File: config.mk
export PLATFORM = sky130hd
export DESIGN_NAME = read_bram_ctrl
export DESIGN_NICKNAME = d
export VERILOG_FILES = /design/src/rtl/read_bram_ctrl.sv
export SDC_FILE = /design/constraint.sdc
export NUM_CORES = 1
export LEC_CHECK = 0
export ABC_AREA = 1
export BUFFER_PORTS_ARGS = -buffer_cell sky130_fd_sc_hd__buf_2
export CAP_MARGIN = 20
export CORE_AREA = 5 5 210 212
export DETAILED_ROUTE_END_ITERATION = 6
export DIE_AREA = 0 0 215 217
export PLACE_DENSITY = 0.62
export SKIP_CTS_REPAIR_TIMING = 1
export SLEW_MARGIN = 20
export SYNTH_ARGS = -nofsm -noshare
export SYNTH_HDL_FRONTEND = slang
export SYNTH_SLANG_ARGS = --single-unit
File: constraint.sdc
create_clock -name clk -period 4.7 [get_ports clk]
set_clock_uncertainty 0.15 [all_clocks]
set_input_delay 0.94 -clock clk [delete_from_list [all_inputs] [get_ports clk]]
set_output_delay 0.94 -clock clk [all_outputs]
set_load 0.02 [all_outputs]
File: src/rtl/read_bram_ctrl.sv
`default_nettype none
// ============================================================================
// Module   : read_bram_ctrl
// Brief    : Reads one tile of BRAM words per start_read and hands each word
//            to the systolic array with a valid/ready handshake.
//            Define BRAM_OUT_REG_EN when the BRAM output register is enabled
//            (read latency 2, adds a WAIT state).
// Revision : 1.0 - initial release
// ============================================================================
module read_bram_ctrl #(
  parameter int DATA_W         = 256,
  parameter int ADDR_W         = 16,
  parameter int STRIDE         = 23,
  parameter int WORDS_PER_TILE = 1
) (
  input  logic              clk,
  input  logic              rst_n,
  input  logic              start_read,
  input  logic              reset_addr_counter,
  output logic              enb,
  output logic [ADDR_W-1:0] addrb,
  input  logic [DATA_W-1:0] doutb,
  output logic [DATA_W-1:0] sa_in_data,
  output logic              sa_in_valid,
  input  logic              sa_in_ready,
  output logic              read_done,
  output logic              busy,
  output logic [ADDR_W-1:0] current_addr
);

  localparam int                c_CNT_W  = $clog2(WORDS_PER_TILE + 1);
  localparam logic [ADDR_W-1:0] c_STRIDE = ADDR_W'(STRIDE);
  localparam logic [c_CNT_W-1:0] c_LAST  = c_CNT_W'(WORDS_PER_TILE);

  typedef enum logic [2:0] {
    S_IDLE    = 3'd0,
    S_ISSUE   = 3'd1,
    S_CAPTURE = 3'd2,
    S_HOLD    = 3'd3,
    S_DONE    = 3'd4
`ifdef BRAM_OUT_REG_EN
    ,
    S_WAIT    = 3'd5
`endif
  } state_t;

  state_t             r_state;
  logic [c_CNT_W-1:0] r_word_cnt;
  logic [ADDR_W-1:0]  w_next_addr;
  logic [c_CNT_W-1:0] w_next_cnt;

  // Address arithmetic wraps naturally at ADDR_W bits
  assign w_next_addr = current_addr + c_STRIDE;
  assign w_next_cnt  = r_word_cnt + c_CNT_W'(1);

  always_ff @(posedge clk or negedge rst_n) begin
    if (!rst_n) begin
      r_state      <= S_IDLE;
      r_word_cnt   <= '0;
      enb          <= 1'b0;
      addrb        <= '0;
      sa_in_data   <= '0;
      sa_in_valid  <= 1'b0;
      read_done    <= 1'b0;
      busy         <= 1'b0;
      current_addr <= '0;
    end else begin
      enb       <= 1'b0;
      read_done <= 1'b0;
      case (r_state)
        S_IDLE: begin
          if (reset_addr_counter) begin
            current_addr <= '0;
          end
          if (start_read) begin
            r_state    <= S_ISSUE;
            r_word_cnt <= '0;
            busy       <= 1'b1;
            enb        <= 1'b1;
            addrb      <= reset_addr_counter ? '0 : current_addr;
          end
        end
        S_ISSUE: begin
`ifdef BRAM_OUT_REG_EN
          r_state <= S_WAIT;
`else
          r_state <= S_CAPTURE;
`endif
        end
`ifdef BRAM_OUT_REG_EN
        S_WAIT: begin
          r_state <= S_CAPTURE;
        end
`endif
        S_CAPTURE: begin
          sa_in_data  <= doutb;
          sa_in_valid <= 1'b1;
          r_state     <= S_HOLD;
        end
        S_HOLD: begin
          if (sa_in_ready) begin
            sa_in_valid  <= 1'b0;
            current_addr <= w_next_addr;
            r_word_cnt   <= w_next_cnt;
            if (w_next_cnt == c_LAST) begin
              r_state   <= S_DONE;
              read_done <= 1'b1;
            end else begin
              // Next word of the tile is issued straight from the transfer cycle
              r_state <= S_ISSUE;
              enb     <= 1'b1;
              addrb   <= w_next_addr;
            end
          end
        end
        S_DONE: begin
          r_state <= S_IDLE;
          busy    <= 1'b0;
        end
        default: begin
          r_state     <= S_IDLE;
          busy        <= 1'b0;
          sa_in_valid <= 1'b0;
        end
      endcase
    end
  end

endmodule
`default_nettype wire
==> impl_metrics.toml, run 1 <==
[outcome]
status = "finished, final reports clean"

[logic_synthesis]
synth_nets = 1100
seq_area_frac_synth_pct = 59.4
syn_area_mm2 = 0.0125
syn_avg_cell_area_um2 = 14.9
synth_cell_type_count = 25
syn_inst = 838
yosys_warnings = 0
synth-seq-cells = 296

[floorplanning]
die_w_um = 215
die_area_mm2 = 0.0467
die_h_um = 217
fp.coreArea_mm2 = 0.0418
std_cell_rows = 75
start_util_pct = 29.8
ioPinCount = 553

[power]
intPower_w = 0.00856
power_density_mw_per_mm2 = 827
p_leak_nw = 8.96
combPwrFrac_pct = 48.3
pwr-share-seq_pct = 32.3
clkPwrFrac_pct = 19.4
switchingPower_w = 0.00533
peakVddDrop_mv = 0.453
p_sw_share_pct = 38.4

[clock_tree]
clk_pin_slew_ns = 0.06
cts_tree = "built"
cts.sinks = 296
cts_made_buffers = 34
cts_max_path_buffers = 3
cts-root-buf = "clkbuf_16"
clk_latency_ns = 0.52
cts_htree_levels = 2

[setup_path]
end_kind = "register"
worst-path-buf-inv = 1
path_max_fanout = 102
crit_required_ns = 4.95
crit_type = "reg2reg"
cpPeakStageDelay_ns = 0.56
crit_path_top_delay_cell = "nand2_8"
crit_arrival_ns = 2.79
cp_top_family = "simple AND/OR/NAND/NOR gates"
cp_cell_sequence = "nor2_2 > nand2_8 > buf_12 > mux2_4"
start_kind = "register"

[drt]
first_iter_violations = 535
drt_wl_total_mm = 36.7
drc = 0
wl_per_cell_um = 18.7
dr.pass1.iters = 4
vias_per_cell = 4.42
vias = 8652
ant_nets = 0

[global_route]
grt_remaining_overflow = 0
antenna_found_initial = 7
grt_max_degree = 119
grt_pass1_vias = 9277
grt_use_total_pct = 15.1
grt_first_pass_wirelength_mm = 56.1

[timing]
slew_violations = 0
tns_ns = 0
fmax_mhz = 393
slew_headroom_pct = 35.7
worst_slew_pin_slew_ns = 0.964
setup_violations = 0
fin_crit_sh_pct = 54.1
timing.final.ws_setup_ns = 2.16
rsz0062_at_grt = "false"
final-hold-violation-count = 0
post-route-min-period_ns = 2.54

[placement]
dp_worst_setup_slack_ns = 2.18
hpwlAfterDp_mm = 27.3
io_buffers = 552
globalplace.congestion = 0.820

[final_layout]
final_nets = 1656
nFillCells = 3981
syn2layout_area_growth_pct = 34.7
layout-drive-gt1-share_pct = 59.6

[flow_run]
max-cap-violations = 0

[hold_path]
worstHoldPathType = "in2async"
==> worst paths after layout <==
| kind | slack [ns] | end | startpoint | cells past startpoint |
|---|---|---|---|---|
| worst min register to register | 0.33 | addrb[0] | addrb[0] | 2 |
| min in group clk | 0.33 | addrb[0] | addrb[0] | 2 |
| worst min-delay path | 0.28 | sa_in_data[153] | rst_n | 1 |
| max in group asynchronous | 2.98 | sa_in_data[237] | rst_n | 2 |
| worst max register to register | 2.16 | sa_in_data[134] | r_state[2] | 4 |
| worst max-delay path | 2.16 | sa_in_data[134] | r_state[2] | 4 |
==> placed cells by master (no fill, tap or decap), types with 6 or more instances in the layout <==
cell type	count
buf_2	551
clkbuf_1	10
clkbuf_16	35
clkbuf_8	8
dfrtp_1	296
inv_1	26
mux2_1	29
mux2_2	27
mux2_4	200
nand2_1	132
nand3_1	24
nand4_1	9
nor2_1	21
o21ai_0	6
o21ai_1	10
==> power groups by stage <==
stage | Clock, W | Sequential (W) | Combinational [W]
floorplan | 0 | 0.00593 | 0.00337
global placement | 0 | 0.00447 | 0.00668
detailed placement | 0 | 0.00450 | 0.00678
CTS | 0.00278 | 0.00448 | 0.00680
global route | 0.00290 | 0.00465 | 0.00708
finish | 0.00270 | 0.00448 | 0.00671
==> metrics by stage <==
stage / total power [W] / std cells / hold slack, ns / instance area, um2 / utilization [%]
floorplan: 0.00930 / 838 / 0.302 / 12500 / -
global placement: 0.0112 / 1897 / 0.309 / 15700 / 37.5
detailed placement: 0.0113 / 1897 / 0.309 / 15700 / 37.5
CTS: 0.0141 / 1956 / 0.288 / 16800 / 40.2
global route: 0.0146 / 1956 / 0.325 / 16800 / 40.2
finish: 0.0139 / 1957 / 0.282 / 16800 / 40.2
==> Yosys cell counts (all sizes together) <==
master / count / area, um2
ha: 1 / 12.5
a31oi: 1 / 6.26
nor2: 23 / 91.3
a21oi: 3 / 15.0
nand3: 24 / 120
inv: 31 / 116
nand4: 9 / 56.3
o21ai: 17 / 88.8
buf: 37 / 365
mux2: 256 / 3630
a21o: 1 / 7.51
nand2: 136 / 521
o211ai: 1 / 7.51
dfrtp: 296 / 7410
nand3b: 1 / 7.51
o31ai: 1 / 7.51
==> logic make-up (layout without fill, tap and decap cells) <==
logic type                 after synthesis  count (layout)  synth area share, %
buffers and inverters                   68             647                 3.86
muxes                                  256             256                 29.2
adders and majority gates                1               1                0.100
and+or+nand+nor                        193             193                 6.38
other                                    0               1                    0
AOI/OAI and AO/OA                       24              24                 1.06
DFF                                    296             296                 59.4
==> final cells by class <==
type / count / area (um2) / area share, %
antenna: 1 / 2.50 / 0.0149
tap: 539 / 674 / 4.02
inverter: 31 / 116 / 0.693
multi-input combinational: 474 / 4590 / 27.3
sequential: 296 / 7410 / 44.1
timing repair buffer: 557 / 2870 / 17.1
clock inverter: 6 / 109 / 0.648
clock buffer: 53 / 1020 / 6.09
==> flip-flops by register name (all words and copies together), names as in the netlist <==
| register | cells |
|---|---|
| enb | 1 |
| sa_in_valid | 1 |
| addrb | 16 |
| read_done | 1 |
| r_word_cnt | 1 |
| current_addr | 16 |
| sa_in_data | 256 |
| busy | 1 |
| r_state | 3 |
==> per-layer routing <==
metal / share of wire (%) / GRT usage, % / up-vias
li1: - / - / 3947
met1: 39 / 17.8 / 4260
met2: 49 / 25.4 / 353
met3: 8.3 / 5.85 / 78
met4: 3.3 / 5.01 / 14
met5: 0.28 / 0 / -
No activity file was read; power rests on OpenSTA's default activity.
==> run 2: changes to the inputs <==
--- a/config.mk
+++ b/config.mk
@@ -8,10 +8,10 @@
 export ABC_AREA = 1
 export BUFFER_PORTS_ARGS = -buffer_cell sky130_fd_sc_hd__buf_2
 export CAP_MARGIN = 20
-export CORE_AREA = 5 5 210 212
+export CORE_AREA = 5 5 211 213
 export DETAILED_ROUTE_END_ITERATION = 6
-export DIE_AREA = 0 0 215 217
-export PLACE_DENSITY = 0.62
+export DIE_AREA = 0 0 216 218
+export PLACE_DENSITY = 0.61
 export SKIP_CTS_REPAIR_TIMING = 1
 export SLEW_MARGIN = 20
 export SYNTH_ARGS = -nofsm -noshare
==> constraint.sdc (replaced) <==
create_clock -name clk -period 2.7 [get_ports clk]
set_clock_uncertainty 0.15 [all_clocks]
set_input_delay 0.54 -clock clk [delete_from_list [all_inputs] [get_ports clk]]
set_output_delay 0.54 -clock clk [all_outputs]
set_load 0.02 [all_outputs]
==> run 2 against run 1 <==
  * Sequential power rose by 75%
  * Hold slack lost 0.20 ns
  * Clock-buffer cell count decreased by 4
==> impl_metrics.toml, run 2 (synthesis gave the netlist of run 1 again) <==
[floorplanning]
fp.coreArea_mm2 = 0.0425
ioPinCount = 553
start_util_pct = 29.3
std_cell_rows = 76
die_h_um = 218
die_w_um = 216
die_area_mm2 = 0.0471

[drt]
drt_wl_total_mm = 38.2
vias = 8800
dr.pass1.iters = 4
wl_per_cell_um = 19.2
vias_per_cell = 4.43
drc = 0
first_iter_violations = 393
ant_nets = 0

[setup_path]
ff2ff_path_depth = 4
crit_type = "reg2reg"
path_max_fanout = 42
r2r-start = "r_state[2]"
rr_endpoint = "sa_in_data[189]"
crit_required_ns = 2.95
end_kind = "register"
ff2ff_setup_slack_ns = 0.62
crit_arrival_ns = 2.33
start_kind = "register"

[global_route]
antenna_found_initial = 12
grt_remaining_overflow = 0
grt_pass1_vias = 9488
grt_first_pass_wirelength_mm = 57.2
grt_use_total_pct = 15.6
grt_max_degree = 77

[final_layout]
largest_reg_flops = 256
final_cell_mix = "551 x buf_2, 296 x dfrtp_1, 200 x mux2_4"
regMostFlops = "sa_in_data"
design_area_mm2 = 0.0172
nFillCells = 4014
final_nets = 1677
layout-drive-gt1-share_pct = 60.7
largestRegisters = "sa_in_data x256, addrb x16, current_addr x16"
syn2layout_area_growth_pct = 38.0
final_common_cell = "buf_2"
multiInputGateArea_mm2 = 0.00459
final-seq-area_mm2 = 0.00741

[clock_tree]
clk_pin_slew_ns = 0.06
cts_max_path_buffers = 3
clk_latency_ns = 0.52
cts_made_buffers = 36
cts_tree = "built"
cts_htree_levels = 2
cts-root-buf = "clkbuf_16"
cts.sinks = 296

[timing]
final-hold-violation-count = 0
slew_headroom_pct = 65.8
setup_violations = 0
worst_slew_pin_slew_ns = 0.513
fmax_mhz = 481
tns_ns = 0
fin_crit_sh_pct = 77.0
slew_violations = 0
timing.hold.ws_ns = 0.0781
post-route-min-period_ns = 2.08
rsz0062_at_grt = "false"

[power]
p_sw_share_pct = 37.6
intPower_w = 0.0157
pwr-share-seq_pct = 31.2
peakVddDrop_mv = 0.592
combPwrFrac_pct = 47.4
power_density_mw_per_mm2 = 1460
power_w = 0.0251
switchingPower_w = 0.00945
p_leak_nw = 9.17
clkPwrFrac_pct = 21.4

[placement]
globalplace.congestion = 0.842
hpwlAfterDp_mm = 29.0
postPlaceCellArea_mm2 = 0.0159
io_buffers = 552

[flow_run]
max-cap-violations = 0

[hold_path]
worstHoldPathType = "in2reg"
hold_depth = 2
worstHoldStart = "doutb[218]"
hold_end = "sa_in_data[218]"

[outcome]
status = "finished, final reports clean"
run 2: cell count changes in the layout (fill, tap and decap cells not counted):
cell / previous run / this run
buf_12: 5 / 9
clkbuf_1: 10 / 3
clkbuf_8: 8 / 9
buf_4: 0 / 14
clkinv_2: 2 / 4
clkbuf_16: 35 / 37
bufinv_16: 3 / 8
dlygate4sd3_1: 0 / 1
clkinvlp_4: 0 / 1
run 2: final cells by class:
class / count / area share [%]
well taps: 546 / 3.97
clock inverters: 14 / 1.61
clock buffers: 49 / 6.17
diodes: 1 / 0.0145
flip-flops and latches: 296 / 43.1
repair buffers: 576 / 17.8
inverters: 31 / 0.676
multi-input cells: 474 / 26.7
run 2: worst max-delay path, stage by stage, from the launching register on:
cell and delay, ns:
dfrtp_1 0.45, nor2_2 0.26, nand2_8 0.35, buf_12 0.34, mux2_4 0.34
run 2: power groups by stage:
stage | clock network, W | registers, W | logic, W
final | 0.00538 | 0.00784 | 0.0119
after global routing | 0.00576 | 0.00812 | 0.0126
after CTS | 0.00556 | 0.00785 | 0.0121
after detailed placement | 0 | 0.00785 | 0.0121
after global placement | 0 | 0.00783 | 0.0119
after floorplan | 0 | 0.0103 | 0.00587
run 2: routing by layer:
layer | vias to the layer above | track usage, % | routed length, um
met3 | 75 | 6.54 | 3660
li1 | 4000 | - | -
met4 | 18 | 4.94 | 1140
met5 | - | 0 | 120
met1 | 4325 | 17.6 | 14500
met2 | 382 | 26.8 | 18800
run 2: worst max path at each step:
stage,from,to,slack (ns),cells after the start
final,r_state[2],sa_in_data[189],0.62,4
after CTS,r_state[2],sa_in_data[189],0.58,4
after floorplan,current_addr[0],addrb[8],0.99,10
after global placement,r_state[2],sa_in_data[153],0.63,4
after global routing,r_state[2],sa_in_data[189],0.52,4
after detailed placement,r_state[2],sa_in_data[189],0.59,4
run 2: through the flow:
stage / utilization [%] / setup WS, ns / instances
3_5_place_dp: 37.3 / 0.590 / 1922
4_1_cts: 40.4 / 0.584 / 1985
3_3_place_gp: 37.3 / 0.630 / 1922
6_report: 40.5 / 0.621 / 1987
2_1_floorplan: - / 0.989 / 838
5_1_grt: 40.5 / 0.524 / 1987
